`src/rtl/down_counter_timer_pkg.sv`:
```
// Shared definitions for the loadable down-counter / interval timer.
// Holds the default counter width and the one-bit state encoding.
package down_counter_timer_pkg;

   localparam int COUNTER_WIDTH = 16;

   typedef enum logic {
      ST_IDLE = 1'b0,
      ST_RUN  = 1'b1
   } timer_state_t;

endpackage

```
`src/rtl/down_counter_timer_if.sv`:
```
// Control and status bundle between a controller and the down-counter timer.
// The controller side uses the master modport; the timer itself uses slave.
interface down_counter_timer_if #(
   parameter int WIDTH = down_counter_timer_pkg::COUNTER_WIDTH
);

   logic             load;
   logic [WIDTH-1:0] d;
   logic             start;
   logic             stop;
   logic             en;
   logic             auto_reload;
   logic [WIDTH-1:0] q;
   logic             busy;
   logic             done;
   logic             zero;

   modport master (
      output load, d, start, stop, en, auto_reload,
      input  q, busy, done, zero
   );

   modport slave (
      input  load, d, start, stop, en, auto_reload,
      output q, busy, done, zero
   );

endinterface

```
`src/rtl/down_counter_timer_reg_async_clr.sv`:
```
// WIDTH-wide register with asynchronous active-high clear and a load enable.
// Used for both the live count and the reload value.
module reg_async_clr #(
   parameter int WIDTH = down_counter_timer_pkg::COUNTER_WIDTH
) (
   input  logic             clk,
   input  logic             rst,
   input  logic             en,
   input  logic [WIDTH-1:0] d,
   output logic [WIDTH-1:0] q
);

   always_ff @(posedge clk or posedge rst) begin
      if (rst) begin
         q <= '0;
      end else if (en) begin
         q <= d;
      end
   end

endmodule

```
`src/rtl/down_counter_timer.sv`:
```
// Loadable down-counter with one-shot and auto-reload modes; emits a registered
// one-cycle done pulse when the count reaches zero (or reloads).
module down_counter_timer
   import down_counter_timer_pkg::*;
#(
   parameter int WIDTH = COUNTER_WIDTH
) (
   input  logic                 clk,
   input  logic                 rst,
   down_counter_timer_if.slave  io
);

   timer_state_t     state;
   timer_state_t     state_next;
   logic [WIDTH-1:0] count;
   logic [WIDTH-1:0] count_next;
   logic             count_we;
   logic [WIDTH-1:0] reload;
   logic             reload_we;
   logic             done_reg;
   logic             done_next;

   reg_async_clr #(.WIDTH(WIDTH)) u_count_reg (
      .clk (clk),
      .rst (rst),
      .en  (count_we),
      .d   (count_next),
      .q   (count)
   );

   reg_async_clr #(.WIDTH(WIDTH)) u_reload_reg (
      .clk (clk),
      .rst (rst),
      .en  (reload_we),
      .d   (io.d),
      .q   (reload)
   );

   always_ff @(posedge clk or posedge rst) begin
      if (rst) begin
         state    <= ST_IDLE;
         done_reg <= 1'b0;
      end else begin
         state    <= state_next;
         done_reg <= done_next;
      end
   end

   // Priority is load, then stop, then start, then counting; a load or stop on
   // the terminal edge therefore suppresses the done pulse.
   always_comb begin
      state_next = state;
      count_next = count;
      count_we   = 1'b0;
      reload_we  = 1'b0;
      done_next  = 1'b0;

      if (io.load) begin
         count_next = io.d;
         count_we   = 1'b1;
         reload_we  = 1'b1;
         state_next = ST_IDLE;
      end else if (io.stop) begin
         state_next = ST_IDLE;
      end else if (state == ST_IDLE) begin
         if (io.start) begin
            if (count != '0) begin
               state_next = ST_RUN;
            end else begin
               done_next = 1'b1;
            end
         end
      end else if (io.en) begin
         if (count == WIDTH'(1)) begin
            done_next = 1'b1;
            count_we  = 1'b1;
            // A zero reload value would give a zero-length period, so it ends the run.
            if (io.auto_reload && (reload != '0)) begin
               count_next = reload;
            end else begin
               count_next = '0;
               state_next = ST_IDLE;
            end
         end else if (count == '0) begin
            state_next = ST_IDLE;
         end else begin
            count_next = count - WIDTH'(1);
            count_we   = 1'b1;
         end
      end
   end

   assign io.q    = count;
   assign io.busy = (state == ST_RUN);
   assign io.done = done_reg;
   assign io.zero = (count == '0);

endmodule

```
`src/flat_wrapper.sv`:
```
// flat-port wrapper written by rule: the top's interface ports become plain ports
module down_counter_timer_flat import down_counter_timer_pkg::*;
#(
   parameter int WIDTH = COUNTER_WIDTH
)
  (clk, rst, io_load, io_d, io_start, io_stop, io_en, io_auto_reload, io_q, io_busy, io_done, io_zero);
  down_counter_timer_if #(.WIDTH(WIDTH)) io_i ();
  input  logic clk;
  input  logic rst;
  input wire logic [$bits(io_i.load)-1:0] io_load;
  input wire logic [$bits(io_i.d)-1:0] io_d;
  input wire logic [$bits(io_i.start)-1:0] io_start;
  input wire logic [$bits(io_i.stop)-1:0] io_stop;
  input wire logic [$bits(io_i.en)-1:0] io_en;
  input wire logic [$bits(io_i.auto_reload)-1:0] io_auto_reload;
  output wire logic [$bits(io_i.q)-1:0] io_q;
  output wire logic [$bits(io_i.busy)-1:0] io_busy;
  output wire logic [$bits(io_i.done)-1:0] io_done;
  output wire logic [$bits(io_i.zero)-1:0] io_zero;
  assign io_i.load = io_load;
  assign io_i.d = io_d;
  assign io_i.start = io_start;
  assign io_i.stop = io_stop;
  assign io_i.en = io_en;
  assign io_i.auto_reload = io_auto_reload;
  assign io_q = io_i.q;
  assign io_busy = io_i.busy;
  assign io_done = io_i.done;
  assign io_zero = io_i.zero;
  down_counter_timer #(.WIDTH(WIDTH)) u_core (.clk(clk), .rst(rst), .io(io_i));
endmodule
```
`config.mk`:
```
export PLATFORM = sky130hd
export DESIGN_NAME = down_counter_timer_flat
export DESIGN_NICKNAME = d
export VERILOG_FILES = /design/src/rtl/down_counter_timer_pkg.sv /design/src/rtl/down_counter_timer_if.sv /design/src/rtl/down_counter_timer_reg_async_clr.sv /design/src/rtl/down_counter_timer.sv /design/src/flat_wrapper.sv
export SDC_FILE = /design/constraint.sdc
export NUM_CORES = 1
export LEC_CHECK = 0
export CAP_MARGIN = 20
export CORE_ASPECT_RATIO = 0.6
export CORE_MARGIN = 2
export CORE_UTILIZATION = 52
export DETAILED_ROUTE_END_ITERATION = 10
export PLACE_DENSITY = 0.8
export SLEW_MARGIN = 20
export SYNTH_ARGS = -nofsm -noshare
export SYNTH_HDL_FRONTEND = slang
export SYNTH_SLANG_ARGS = --single-unit
```
`constraint.sdc`:
```
create_clock -name clk -period 3 [get_ports clk]
set_clock_uncertainty 0.2 [all_clocks]
set_input_delay 0.3 -clock clk [delete_from_list [all_inputs] [get_ports clk]]
set_output_delay 0.3 -clock clk [all_outputs]
set_load 0.05 [all_outputs]
```
==> reports/qor.log <==
qor: outcome.outcome finished clean
qor: synthesis.synth_fp_nets 258
qor: route.wl_per_cell 16.9 µm
qor: clocking.number_of_buffers_inserted_during_clock_tree_synthesis 5
qor: floorplanning.initial_cell_density_of_the_core 0.558
qor: clocking.clock_sinks 34
qor: floorplanning.fp-row-count 17
qor: synthesis.synthArstFlopShare 1.00
qor: clocking.worst_skew_pair.late_latency 300 ps
qor: synthesis.synth_enable_flop_cells 0
qor: route.first_iter_violations 202
qor: route.viasPerCell 6.06
qor: floorplanning.die_footprint 0.00460 mm²
qor: pwr.power.static_leakage 1.04 nW
qor: synthesis.ys_types 46
qor: synthesis.synth_seq_area_share 0.403
qor: synthesis.yosys-top-cells-area sky130_fd_sc_hd__dfrtp_1, sky130_fd_sc_hd__o21ai_0, sky130_fd_sc_hd__nand2_1
qor: critical_path.crit_arrival 2670 ps
qor: global_routing.first_pass_grt_wire_length 8900 µm
qor: clocking.path_clk_slew 70 ps
qor: global_routing.antenna_found_initial 0
qor: clocking.cts_setup_buffers 0
qor: layout.syn_to_final_growth 23.8%
qor: clocking.clockBufferDepth 2
qor: timing.final_period_minus_worst_setup_slack 2690 ps
qor: timing.timing.setup.tns 0 ps
qor: timing.final-setup-viol-count 0
qor: placed_design.placement.io_buffers 41
qor: critical_path.crit_path_max_fanout 12
qor: pwr.power-per-cell-area 471 mW/mm²
qor: synthesis.yosys_warnings 0
qor: timing.report.final.hold_viol_count 0
qor: floorplanning.die_outline_height 53.4 µm
qor: clocking.cts_tree yes
qor: critical_path.setup.worst_path.end_class flop
qor: placed_design.hpwl 3870 µm
qor: route.totalWireLength 5390 µm
qor: clocking.cts_htree_levels 2
qor: timing.grt_setup_unrepaired no
qor: timing.fmax 0.372 GHz
qor: layout.largest_registers u_core.u_count_reg.q: 16 flops, u_core.u_reload_reg.q: 16 flops
qor: global_routing.grt_usage 0.265
qor: min_path.min-delay-path-class in2async
qor: floorplanning.die-width 86.3 µm
qor: layout.final_layout_size_suffix_gt1_frac 0.0993
qor: pwr.worst_ir_drop_vdd 0.279 mV
qor: critical_path.crit_required 2980 ps
qor: global_routing.grt_overflow 0
qor: global_routing.first_global_vias 1,739
qor: timing.slew_headroom 0.406
qor: clocking.cts.root.buffer_cell sky130_fd_sc_hd__clkbuf_8
qor: synthesis.gate_count_after_technology_mapping 233
qor: critical_path.critical_path.startpoint_type flop
qor: route.dr_total_vias 1,933
qor: synthesis.synth_top_cell_area_share 0.403
qor: clocking.cts_hold_buf 0
qor: run.maxCapViolations 0
qor: layout.insertedDiodeCount 0
qor: placed_design.final_wtd_congestion 0.975
qor: route.drc 0
qor: timing.timing.final.crit_share 0.896
qor: synthesis.yosys_most_used_dff sky130_fd_sc_hd__dfrtp_1
qor: synthesis.synth_top_cell_by_area sky130_fd_sc_hd__dfrtp_1
qor: layout.nNetsFinal 298
qor: route.antenna_violating_nets_post_route 0
qor: critical_path.setup.worst_path.class reg2reg
qor: synthesis.synth_area 0.00211 mm²
qor: floorplanning.pin_count 42
qor: clocking.cts_resized 0
qor: timing.worst_pin_slew 892 ps
qor: route.firstDrtPassIters 5
qor: timing.fin_hold_ws 226 ps
qor: timing.number_of_pins_exceeding_their_max_slew_limit_in_the_final_report 0
qor: floorplanning.core_area 0.00379 mm²
qor: global_routing.grt_max_degree 58
qor: synthesis.postSynthRegisterBits 34
qor: synthesis.syn_area_per_cell 9.06 µm²
## layout make-up
cell class                 count  area [µm²]
clock buffer                   6        82.6
fill                         316        1170
inverter                      19        71.3
multi-input combinational    166        1100
sequential                    34         851
tap                           47        58.8
timing repair buffer          47         448
## final timing paths
path	start	to	slack, ps	cells after the start
hold reg to reg	u_core.u_reload_reg.q[13]	u_core.u_reload_reg.q[13]	360	1
setup reg to reg	u_core.u_count_reg.q[1]	u_core.u_count_reg.q[13]	310	7
max in group asynchronous	rst	u_core.u_count_reg.q[11]	2050	3
min in group clk	u_core.u_reload_reg.q[13]	u_core.u_reload_reg.q[13]	360	1
setup / recovery	u_core.u_count_reg.q[1]	u_core.u_count_reg.q[13]	310	7
hold / removal	rst	u_core.u_count_reg.q[5]	230	3
## per-layer routing
layer	part of all wire	GRT usage
met3	0.070	0.0640
met4	0.015	0.117
met5	0	0
met2	0.38	0.358
met1	0.53	0.396
## layout by cell type (no fill, tap or decap), types with 2 or more instances in the layout
cell / n
sky130_fd_sc_hd__o31ai_1: 9
sky130_fd_sc_hd__nand3b_1: 6
sky130_fd_sc_hd__xor2_1: 7
sky130_fd_sc_hd__o32a_1: 2
sky130_fd_sc_hd__mux2_2: 3
sky130_fd_sc_hd__buf_4: 7
sky130_fd_sc_hd__a2111oi_2: 2
sky130_fd_sc_hd__nand3_1: 8
sky130_fd_sc_hd__clkdlybuf4s50_1: 39
sky130_fd_sc_hd__o211ai_1: 3
sky130_fd_sc_hd__xnor2_1: 4
sky130_fd_sc_hd__nor3_2: 2
sky130_fd_sc_hd__a21oi_1: 12
sky130_fd_sc_hd__and4b_1: 2
sky130_fd_sc_hd__nor4_4: 2
sky130_fd_sc_hd__nand2b_1: 2
sky130_fd_sc_hd__inv_1: 19
sky130_fd_sc_hd__nand4_1: 2
sky130_fd_sc_hd__a31oi_1: 4
sky130_fd_sc_hd__mux2i_1: 3
sky130_fd_sc_hd__nand2_1: 23
sky130_fd_sc_hd__a221o_1: 2
sky130_fd_sc_hd__ha_1: 2
sky130_fd_sc_hd__nor2_1: 16
sky130_fd_sc_hd__o21ai_0: 20
sky130_fd_sc_hd__nor4b_1: 2
sky130_fd_sc_hd__dfrtp_1: 34
sky130_fd_sc_hd__clkbuf_8: 6
sky130_fd_sc_hd__nor4_1: 5
sky130_fd_sc_hd__nor3_1: 6
sky130_fd_sc_hd__nand4b_1: 2
sky130_fd_sc_hd__a41oi_1: 2
## synth_stat cells, types with 4 or more instances
| library cell | number |
|---|---|
| sky130_fd_sc_hd__xor2_1 | 7 |
| sky130_fd_sc_hd__nand3_1 | 8 |
| sky130_fd_sc_hd__nor3_1 | 6 |
| sky130_fd_sc_hd__clkbuf_1 | 6 |
| sky130_fd_sc_hd__nor4_1 | 5 |
| sky130_fd_sc_hd__dfrtp_1 | 34 |
| sky130_fd_sc_hd__o21ai_0 | 20 |
| sky130_fd_sc_hd__nor2_1 | 16 |
| sky130_fd_sc_hd__buf_6 | 4 |
| sky130_fd_sc_hd__a31oi_1 | 4 |
| sky130_fd_sc_hd__inv_1 | 19 |
| sky130_fd_sc_hd__nand2_1 | 23 |
| sky130_fd_sc_hd__a21oi_1 | 12 |
| sky130_fd_sc_hd__xnor2_1 | 4 |
| sky130_fd_sc_hd__o31ai_1 | 9 |
| sky130_fd_sc_hd__nand3b_1 | 6 |
## through the flow
stage	area [µm²]	cells	total power, mW	utilization	setup WS [ps]
6_report	2620	319	1.23	0.691	311
5_1_grt	2620	319	1.29	0.691	60.6
4_1_cts	2620	319	1.24	0.691	362
3_5_place_dp	2530	313	0.896	0.669	354
3_3_place_gp	2530	313	0.893	0.669	431
2_1_floorplan	2110	233	0.777	-	412
## critical path: stages, from the launching register on
cell and delay, ps:
sky130_fd_sc_hd__dfrtp_1 430, sky130_fd_sc_hd__inv_1 130, sky130_fd_sc_hd__ha_1 280, sky130_fd_sc_hd__nor4b_1 260
sky130_fd_sc_hd__nand4_1 530, sky130_fd_sc_hd__a21oi_1 360, sky130_fd_sc_hd__a2111oi_2 80, sky130_fd_sc_hd__a221o_1 300
## cell families after synthesis
group,after synthesis,synth area share
muxes,6,0.0302
and+or+nand+nor,86,0.241
DFF,34,0.403
adders and majority gates,2,0.0118
AOI/OAI and AO/OA,61,0.194
buffers and inverters,33,0.0746
xor gates and xnor gates,11,0.0456
## report_power, final
part / switching [mW] / total, mW / internal [mW] / leakage [nW]
clock: 0.165 / 0.341 / 0.177 / 0.0431
sequential: 0.0701 / 0.570 / 0.500 / 0.412
combinational: 0.187 / 0.321 / 0.134 / 0.588
Note: power is estimated with default switching activity, not from simulation.
